--- src/rtl/multicycle_control_pkg.sv ---
// cpu_defs: shared definitions for the multicycle CPU control path.
//   - opcode constants (instruction bits [31:26])
//   - state_t: 12 control states in a 4-bit encoding
//   - ALUSrcB and PCSrc select encodings
//   - isKnownOp(): true for every opcode the control unit sequences
package cpu_defs;

    localparam logic [5:0] OP_RTYPE = 6'b000000;
    localparam logic [5:0] OP_ADDI  = 6'b001000;
    localparam logic [5:0] OP_LW    = 6'b100011;
    localparam logic [5:0] OP_SW    = 6'b101011;
    localparam logic [5:0] OP_BEQ   = 6'b000100;
    localparam logic [5:0] OP_J     = 6'b000010;

    typedef enum logic [3:0] {
        FETCH    = 4'd0,
        DECODE   = 4'd1,
        EXEC_R   = 4'd2,
        WB_R     = 4'd3,
        EXEC_I   = 4'd4,
        WB_I     = 4'd5,
        MEM_ADDR = 4'd6,
        MEM_RD   = 4'd7,
        WB_MEM   = 4'd8,
        MEM_WR   = 4'd9,
        BRANCH   = 4'd10,
        JUMP     = 4'd11
    } state_t;

    localparam logic [1:0] ALUB_RT   = 2'b00;
    localparam logic [1:0] ALUB_FOUR = 2'b01;
    localparam logic [1:0] ALUB_IMM  = 2'b10;

    localparam logic [1:0] PC_SEQ = 2'b00;
    localparam logic [1:0] PC_BR  = 2'b01;
    localparam logic [1:0] PC_JMP = 2'b10;

    function automatic logic isKnownOp(input logic [5:0] op);
        case (op)
            OP_RTYPE, OP_ADDI, OP_LW, OP_SW, OP_BEQ, OP_J: isKnownOp = 1'b1;
            default:                                       isKnownOp = 1'b0;
        endcase
    endfunction

endpackage

--- src/rtl/multicycle_control_out_decode.sv ---
// mc_out_decode: Moore output decoder for the multicycle control unit.
// Pure function of the current state plus the stall and reset masks.
// Ports:
//   state      in   current control state
//   stall      in   forces every write enable / pulse low, selects unchanged
//   rst        in   forces every output low
//   SelectIns, RegWrite, RegDst, ALUSrcA, ALUSrcB, MemWrite, MemtoReg,
//   BEQ, PCSrc, PCWrite, IRWrite, instr_done   out   datapath controls
module mc_out_decode
    import cpu_defs::*;
(
    input  state_t     state,
    input  logic       stall,
    input  logic       rst,
    output logic       SelectIns,
    output logic       RegWrite,
    output logic       RegDst,
    output logic       ALUSrcA,
    output logic [1:0] ALUSrcB,
    output logic       MemWrite,
    output logic       MemtoReg,
    output logic       BEQ,
    output logic [1:0] PCSrc,
    output logic       PCWrite,
    output logic       IRWrite,
    output logic       instr_done
);

    always_comb begin
        SelectIns  = 1'b0;
        RegWrite   = 1'b0;
        RegDst     = 1'b0;
        ALUSrcA    = 1'b0;
        ALUSrcB    = ALUB_RT;
        MemWrite   = 1'b0;
        MemtoReg   = 1'b0;
        BEQ        = 1'b0;
        PCSrc      = PC_SEQ;
        PCWrite    = 1'b0;
        IRWrite    = 1'b0;
        instr_done = 1'b0;

        case (state)
            FETCH: begin
                IRWrite = 1'b1;
                PCWrite = 1'b1;
                ALUSrcB = ALUB_FOUR;
            end
            EXEC_R: begin
                ALUSrcA = 1'b1;
                ALUSrcB = ALUB_RT;
            end
            WB_R: begin
                RegWrite   = 1'b1;
                RegDst     = 1'b1;
                ALUSrcA    = 1'b1;
                ALUSrcB    = ALUB_RT;
                instr_done = 1'b1;
            end
            EXEC_I, MEM_ADDR: begin
                ALUSrcA = 1'b1;
                ALUSrcB = ALUB_IMM;
            end
            WB_I: begin
                RegWrite   = 1'b1;
                ALUSrcA    = 1'b1;
                ALUSrcB    = ALUB_IMM;
                instr_done = 1'b1;
            end
            MEM_RD: begin
                SelectIns = 1'b1;
                ALUSrcA   = 1'b1;
                ALUSrcB   = ALUB_IMM;
            end
            WB_MEM: begin
                RegWrite   = 1'b1;
                MemtoReg   = 1'b1;
                instr_done = 1'b1;
            end
            MEM_WR: begin
                MemWrite   = 1'b1;
                SelectIns  = 1'b1;
                ALUSrcA    = 1'b1;
                ALUSrcB    = ALUB_IMM;
                instr_done = 1'b1;
            end
            BRANCH: begin
                BEQ        = 1'b1;
                PCSrc      = PC_BR;
                ALUSrcA    = 1'b1;
                ALUSrcB    = ALUB_RT;
                instr_done = 1'b1;
            end
            JUMP: begin
                PCWrite    = 1'b1;
                PCSrc      = PC_JMP;
                instr_done = 1'b1;
            end
            default: ;
        endcase

        // Stall drops every state-changing strobe but leaves mux selects alone
        // so the datapath keeps presenting the same operands.
        if (stall) begin
            RegWrite   = 1'b0;
            MemWrite   = 1'b0;
            PCWrite    = 1'b0;
            IRWrite    = 1'b0;
            BEQ        = 1'b0;
            instr_done = 1'b0;
        end

        if (rst) begin
            SelectIns  = 1'b0;
            RegWrite   = 1'b0;
            RegDst     = 1'b0;
            ALUSrcA    = 1'b0;
            ALUSrcB    = '0;
            MemWrite   = 1'b0;
            MemtoReg   = 1'b0;
            BEQ        = 1'b0;
            PCSrc      = '0;
            PCWrite    = 1'b0;
            IRWrite    = 1'b0;
            instr_done = 1'b0;
        end
    end

endmodule

--- src/rtl/multicycle_control.sv ---
// multicycle_control: Moore control unit of the multicycle CPU.
// Sequences FETCH -> DECODE -> execute/memory/write-back states and drives
// the Datapath control inputs.
// Parameters:
//   OPW         opcode width (6)
// Ports:
//   clk         in   rising-edge clock
//   rst         in   synchronous active-high reset; forces all outputs low
//   opcode      in   IR[31:26]; only sampled in DECODE
//   stall       in   hold state and op register, suppress write enables
//   SelectIns .. IRWrite   out   datapath controls (see mc_out_decode)
//   instr_done  out  pulse in the final state of each instruction
//   illegal_op  out  pulse in DECODE for an unrecognised opcode
module multicycle_control
    import cpu_defs::*;
#(
    parameter int OPW = 6
) (
    input  logic           clk,
    input  logic           rst,
    input  logic [OPW-1:0] opcode,
    input  logic           stall,
    output logic           SelectIns,
    output logic           RegWrite,
    output logic           RegDst,
    output logic           ALUSrcA,
    output logic [1:0]     ALUSrcB,
    output logic           MemWrite,
    output logic           MemtoReg,
    output logic           BEQ,
    output logic [1:0]     PCSrc,
    output logic           PCWrite,
    output logic           IRWrite,
    output logic           instr_done,
    output logic           illegal_op
);

    localparam logic [OPW-1:0] opRtype = OPW'(OP_RTYPE);
    localparam logic [OPW-1:0] opAddi  = OPW'(OP_ADDI);
    localparam logic [OPW-1:0] opLw    = OPW'(OP_LW);
    localparam logic [OPW-1:0] opSw    = OPW'(OP_SW);
    localparam logic [OPW-1:0] opBeq   = OPW'(OP_BEQ);
    localparam logic [OPW-1:0] opJ     = OPW'(OP_J);

    state_t         state;
    logic [OPW-1:0] op;
    logic           knownOp;

    always_comb begin
        knownOp = 1'b0;
        case (opcode)
            opRtype, opAddi, opLw, opSw, opBeq, opJ: knownOp = 1'b1;
            default:                                 knownOp = 1'b0;
        endcase
    end

    always_ff @(posedge clk) begin
        if (rst) begin
            state <= FETCH;
            op    <= '0;
        end else if (!stall) begin
            case (state)
                FETCH: state <= DECODE;
                DECODE: begin
                    op <= opcode;
                    case (opcode)
                        opRtype:     state <= EXEC_R;
                        opAddi:      state <= EXEC_I;
                        opLw, opSw:  state <= MEM_ADDR;
                        opBeq:       state <= BRANCH;
                        opJ:         state <= JUMP;
                        default:     state <= FETCH;
                    endcase
                end
                EXEC_R:   state <= WB_R;
                EXEC_I:   state <= WB_I;
                // Load vs store is taken from the latched op, not the live
                // opcode, so IR changes after DECODE cannot redirect it.
                MEM_ADDR: state <= (op == opLw) ? MEM_RD : MEM_WR;
                MEM_RD:   state <= WB_MEM;
                default:  state <= FETCH;
            endcase
        end
    end

    // Only output with an opcode path; still masked by stall and reset.
    assign illegal_op = !rst && !stall && (state == DECODE) && !knownOp;

    mc_out_decode u_outDecode (
        .state      (state),
        .stall      (stall),
        .rst        (rst),
        .SelectIns  (SelectIns),
        .RegWrite   (RegWrite),
        .RegDst     (RegDst),
        .ALUSrcA    (ALUSrcA),
        .ALUSrcB    (ALUSrcB),
        .MemWrite   (MemWrite),
        .MemtoReg   (MemtoReg),
        .BEQ        (BEQ),
        .PCSrc      (PCSrc),
        .PCWrite    (PCWrite),
        .IRWrite    (IRWrite),
        .instr_done (instr_done)
    );

endmodule

--- config.mk ---
export PLATFORM = sky130hd
export DESIGN_NAME = multicycle_control
export DESIGN_NICKNAME = d
export VERILOG_FILES = /design/src/rtl/multicycle_control_pkg.sv /design/src/rtl/multicycle_control_out_decode.sv /design/src/rtl/multicycle_control.sv
export SDC_FILE = /design/constraint.sdc
export NUM_CORES = 1
export LEC_CHECK = 0
export BUFFER_PORTS_ARGS = -buffer_cell sky130_fd_sc_hd__buf_2
export CELL_PAD_IN_SITES_DETAIL_PLACEMENT = 1
export CELL_PAD_IN_SITES_GLOBAL_PLACEMENT = 1
export CORE_UTILIZATION = 36
export CTS_CLUSTER_DIAMETER = 200
export CTS_CLUSTER_SIZE = 25
export DETAILED_ROUTE_END_ITERATION = 8
export HOLD_SLACK_MARGIN = 0.12
export PLACE_DENSITY = 0.86
export SKIP_LAST_GASP = 1
export SYNTH_ARGS = -nofsm -noshare
export SYNTH_HDL_FRONTEND = slang
export SYNTH_SLANG_ARGS = --single-unit
--- constraint.sdc ---
create_clock -name clk -period 2 [get_ports clk]
set_clock_uncertainty 0.1 [all_clocks]
set_input_delay 0.1 -clock clk [delete_from_list [all_inputs] [get_ports clk]]
set_output_delay 0.1 -clock clk [all_outputs]
set_load 0.01 [all_outputs]
# Word-level counts from Yosys, hierarchy flattened
# Index checks and enable logic that the tools add are counted.
# word_totals
reg_bits,10
word_cells,71
out_inout_bits,15
# classes
bitwise,1
eq_ne,17
n_reduce_logical,17
muxes,34
# ops
operator,count
$mux W1,27
$pmux W4 S6,1
$pmux W4 S5,1
$eq A6 B6 Y1 const B,3
$eq A4 B3 Y1 const B,4
$eq A4 B4 Y1 const B,4
$reduce_or A6 Y1,2
$eq A4 B2 Y1 const B,2
$pmux W2 S2,2
$reduce_or A8 Y1,1
$eq A6 B2 Y1 const B,1
$eq A6 B3 Y1 const B,1
$eq A6 B4 Y1 const B,1
$logic_not A6 Y1,1
$reduce_or A2 Y1,3
$reduce_or A5 Y1,1
$eq A4 B1 Y1 const B,1
$logic_not A4 Y1,1
$mux W2,2
$mux W4,1
$logic_and A1 B1 Y1,3
$logic_not A1 Y1,3
$reduce_or A3 Y1,1
$reduce_and A2 Y1,1
$not A1 Y1,1

# Longest topological paths before layout
# logic_depth
depth_word,5
depth_mapped,5

# Hierarchy
# Synthesis repeated with hierarchy kept, for this count alone.
# unflattened
hier_cells,111
hier_area_um2,913.4
# modules_own_cells
mod,n_inst,cells_per_inst,area_each_um2
multicycle_control,1,73,635.6
mc_out_decode,1,38,277.8

# Least setup slack after synthesis
# No wires, ideal clock.
# synth_timing
path_kind,reg-to-output
start,reg state[2]
end,out BEQ
path_buffers,1
slack_ns,0.492
arrival_time_ns,1.308
path_stages_with_launch,5
path_cell_list,dfxtp_1 -> buf_2 -> nand2b_1 -> nor3b_1 -> and2_1
# synth_via
elab_chain_len,4
# synth_rtl
item,line_no,rtl
from (decl),multicycle_control.sv:45,state_t state;
from (signal assigned),multicycle_control.sv:79,MEM_ADDR: state <= (op == opLw) ? MEM_RD : MEM_WR;
$eq A4 B4 Y1,multicycle_control_out_decode.sv:43,case (state)
$mux W1,multicycle_control_out_decode.sv:43,
$mux W1,multicycle_control_out_decode.sv:104,if (stall) begin
$mux W1,multicycle_control_out_decode.sv:113,if (rst) begin
to (decl),multicycle_control.sv:30,"output logic BEQ,"
# No other way between the ends.

# Final worst setup path
# layout_timing
start,in opcode[3]
end,out illegal_op
# layout_via
elab_chain_len,5
# layout_rtl
item,line_no,rtl
from (decl),multicycle_control.sv:21,"input logic [OPW-1:0] opcode,"
$eq A6 B2 Y1 (tied with other cells),multicycle_control.sv:51,case (opcode)
$reduce_or A6 Y1 *,multicycle_control.sv:51,
$mux W1 *,multicycle_control.sv:51,
$logic_not A1 Y1 *,multicycle_control.sv:87,assign illegal_op = !rst && !stall && (state == DECODE) && !knownOp;
$logic_and A1 B1 Y1 *,multicycle_control.sv:87,
to (decl),multicycle_control.sv:35,output logic illegal_op
# Every way passes the cells marked *; elsewhere a longest branch is shown, timed or not.

==> impl_metrics.csv <==
group,metric,value,unit
outcome,status,"finished clean",
clocking,cts.sinks,10,
logic_synthesis,postSynthCellCount,111,
drt,drc,0,
setup_path,startpoint,"opcode[3]",
drt,wl_per_cell,15.29,microns
floorplan,die_w,50.87,microns
logic_synthesis,yosysSeqAreaShare,23.29,%
clocking,clk_pin_slew,80,ps
setup_path,startpoint_type,"primary input",
worst_hold_path,hold_path_class,"in -> reg",
global_route,antenna_found_initial,0,
clocking,htree_levels,1,
worst_hold_path,worstHoldStart,"rst",
final_layout,antenna_cells,0,
flow_run,drv_cap,0,
sta,period_share,94.84,%
drt,top_layer,"met4",
sta,period_minus_slack,1897,ps
logic_synthesis,netlist_area,859.6,sq um
sta,finalSetupTns,0,ps
power,fin_total_pwr,536.2,uW
sta,worstMarginPinSlew,390.6,ps
logic_synthesis,synthFlopType,"dfxtp_1",
final_layout,fill_cells,302,
logic_synthesis,ys_warn_count,0,
global_route,grt_first_pass_wirelength,4326,microns
logic_synthesis,avgSynthCellArea,7.744,sq um
logic_synthesis,synthDistinctLibCells,41,
setup_path,crit_type,"in -> out",
drt,dr.pass1.iters,4,
sta,drv_slew,0,
drt,wl_met3,70,microns
place,post-dp-hpwl,1775,microns
power,p_leak,0.0004088,uW
setup_path,required,1800,ps
logic_synthesis,synthMostInstantiatedCell,"nor2_1",
global_route,grt_overflow_total,0,
place,portBuffers,23,
logic_synthesis,synth_top_area_share,23.29,%
logic_synthesis,yosys-top-cells-count,"nor2_1 (15), dfxtp_1 (10), a21oi_1 (8)",
floorplan,die-area,0.002587,sq mm
logic_synthesis,synth_top_area_cell,"dfxtp_1",
sta,fmax,527.2,MHz
final_layout,syn_to_final_growth,24.45,%
drt,vias,905,
logic_synthesis,synth_edf_count,0,
sta,worst_hold_slack,121.4,ps
final_layout,postLayoutCoreUtil,47.90,%
drt,ant_nets,0,
sta,relSlewSlack,73.96,%
floorplan,rows,17,
setup_path,r2r-start,"op[3]",
floorplan,die_h,50.87,microns
place,place.gp.congestion,0.8427,
drt,wl_met2,1310,microns
final_layout,fin_nets,145,
clocking,cts_buffers,3,
global_route,grt_use_total,22.28,%
power,power.density,501.3,mW/mm^2
power,vdd_drop_max,439.6,uV
logic_synthesis,async_flop_share,0,%
drt,wl_met1,1100,microns
clocking,clockBufferDepth,2,
sta,setup_viol,0,
setup_path,crit_path_end_kind,"primary output",
global_route,grt_max_degree,23,
logic_synthesis,syn-num-nets,120,
sta,hold_viol,0,
setup_path,cp.arrival,1700,ps
sta,rsz0062_at_grt,"false",
clocking,cts_tree,"yes",
clocking,clk_latency,280,ps
drt,vias_per_cell,5.552,
setup_path,crit_fanout,4,
floorplan,io_pins,24,
clocking,cts_setup_buffers,0,
final_layout,drive_above_1_share,29.63,%
floorplan,initial_utilization,38.49,%
logic_synthesis,synth-seq-cells,10,
logic_synthesis,yosys-top-cells-area,"dfxtp_1 (23%), mux2i_1 (7.0%), nor2_1 (6.6%)",
drt,drtIter0Drc,9,
floorplan,core,0.002233,sq mm
clocking,clockRootBuffer,"clkbuf_4",
global_route,grt_pass1_vias,913,
drt,routed_wl,2492,microns
## power by group
part | switching (uW) | internal (uW)
clock network | 80.3 | 111
logic | 70.8 | 54.6
registers | 12.9 | 207
total | 164 | 372
## what timing repair did
action	4_1_cts	5_1_grt
cloned	0	0
endpoints found under the hold margin	7	0
hold buffers	6	0
resized for setup	1	2
pin swaps	0	1
endpoints found under the setup margin	1	4
## per-layer routing
layer  vias to the layer above  global-route usage [%]
met1                       427                   26.35
li1                        452                       -
met3                         2                   3.571
met2                        24                   42.00
met4                         0                   4.167
met5                         -                       0
## placed cells by master (no fill, tap or decap), drive strengths merged, types with 5 or more instances in the layout
cell type	synthesis	layout
dfxtp	10	10
nor3	6	6
buf	7	24
nor3b	5	5
nand2b	5	5
o21ai	7	7
mux2i	6	6
a21oi	8	8
dlygate4sd3	0	6
nor2	15	15
nand2	5	5
## kinds of logic (layout without fill, tap and decap cells)
kind of cell | Yosys count | count (layout) | synth area share, %
and+or+nand+nor | 54 | 54 | 38.57
buffers and inverters | 12 | 36 | 6.696
DFF | 10 | 10 | 23.29
adders and majority gates | 1 | 1 | 1.165
muxes | 6 | 6 | 6.987
AOI/OAI and AO/OA | 26 | 26 | 21.25
xor gates and xnor gates | 2 | 2 | 2.038
## cell type report
cell class / count / area, sq um / share of cell area, %
tap: 28 / 35.03 / 3.275
timing repair buffer: 30 / 185.2 / 17.31
multi-input combinational: 89 / 601.8 / 56.26
sequential: 10 / 203.9 / 19.06
inverter: 2 / 7.507 / 0.7018
clock buffer: 4 / 36.28 / 3.392
## sequential cells by signal, summed over array words and instances, names as in the netlist
register  flops
state         4
op            6
## critical path, stage by stage
cell and delay, ps:
dlygate4sd3_1 580, maj3_1 340, o32a_1 300, nor2_1 140, nor3b_1 80, buf_2 160
## worst paths after layout
check | slack, ps | endpoint | cells past startpoint
max | 100 | illegal_op | 6
min | 120 | op[3] | 2
max reg2reg | 380 | state[2] | 4
min reg2reg | 390 | op[5] | 2
## metrics by stage
stage          cells  setup slack (ps)  instance area [sq um]
6_report         163             103.1                   1070
4_1_cts          164             34.33                   1072
2_1_floorplan    111             491.9                  859.6
3_3_place_gp     154             318.6                  974.7
5_1_grt          163             31.06                   1070
3_5_place_dp     154             283.9                  974.7
No activity file was read; power rests on OpenSTA's default activity.
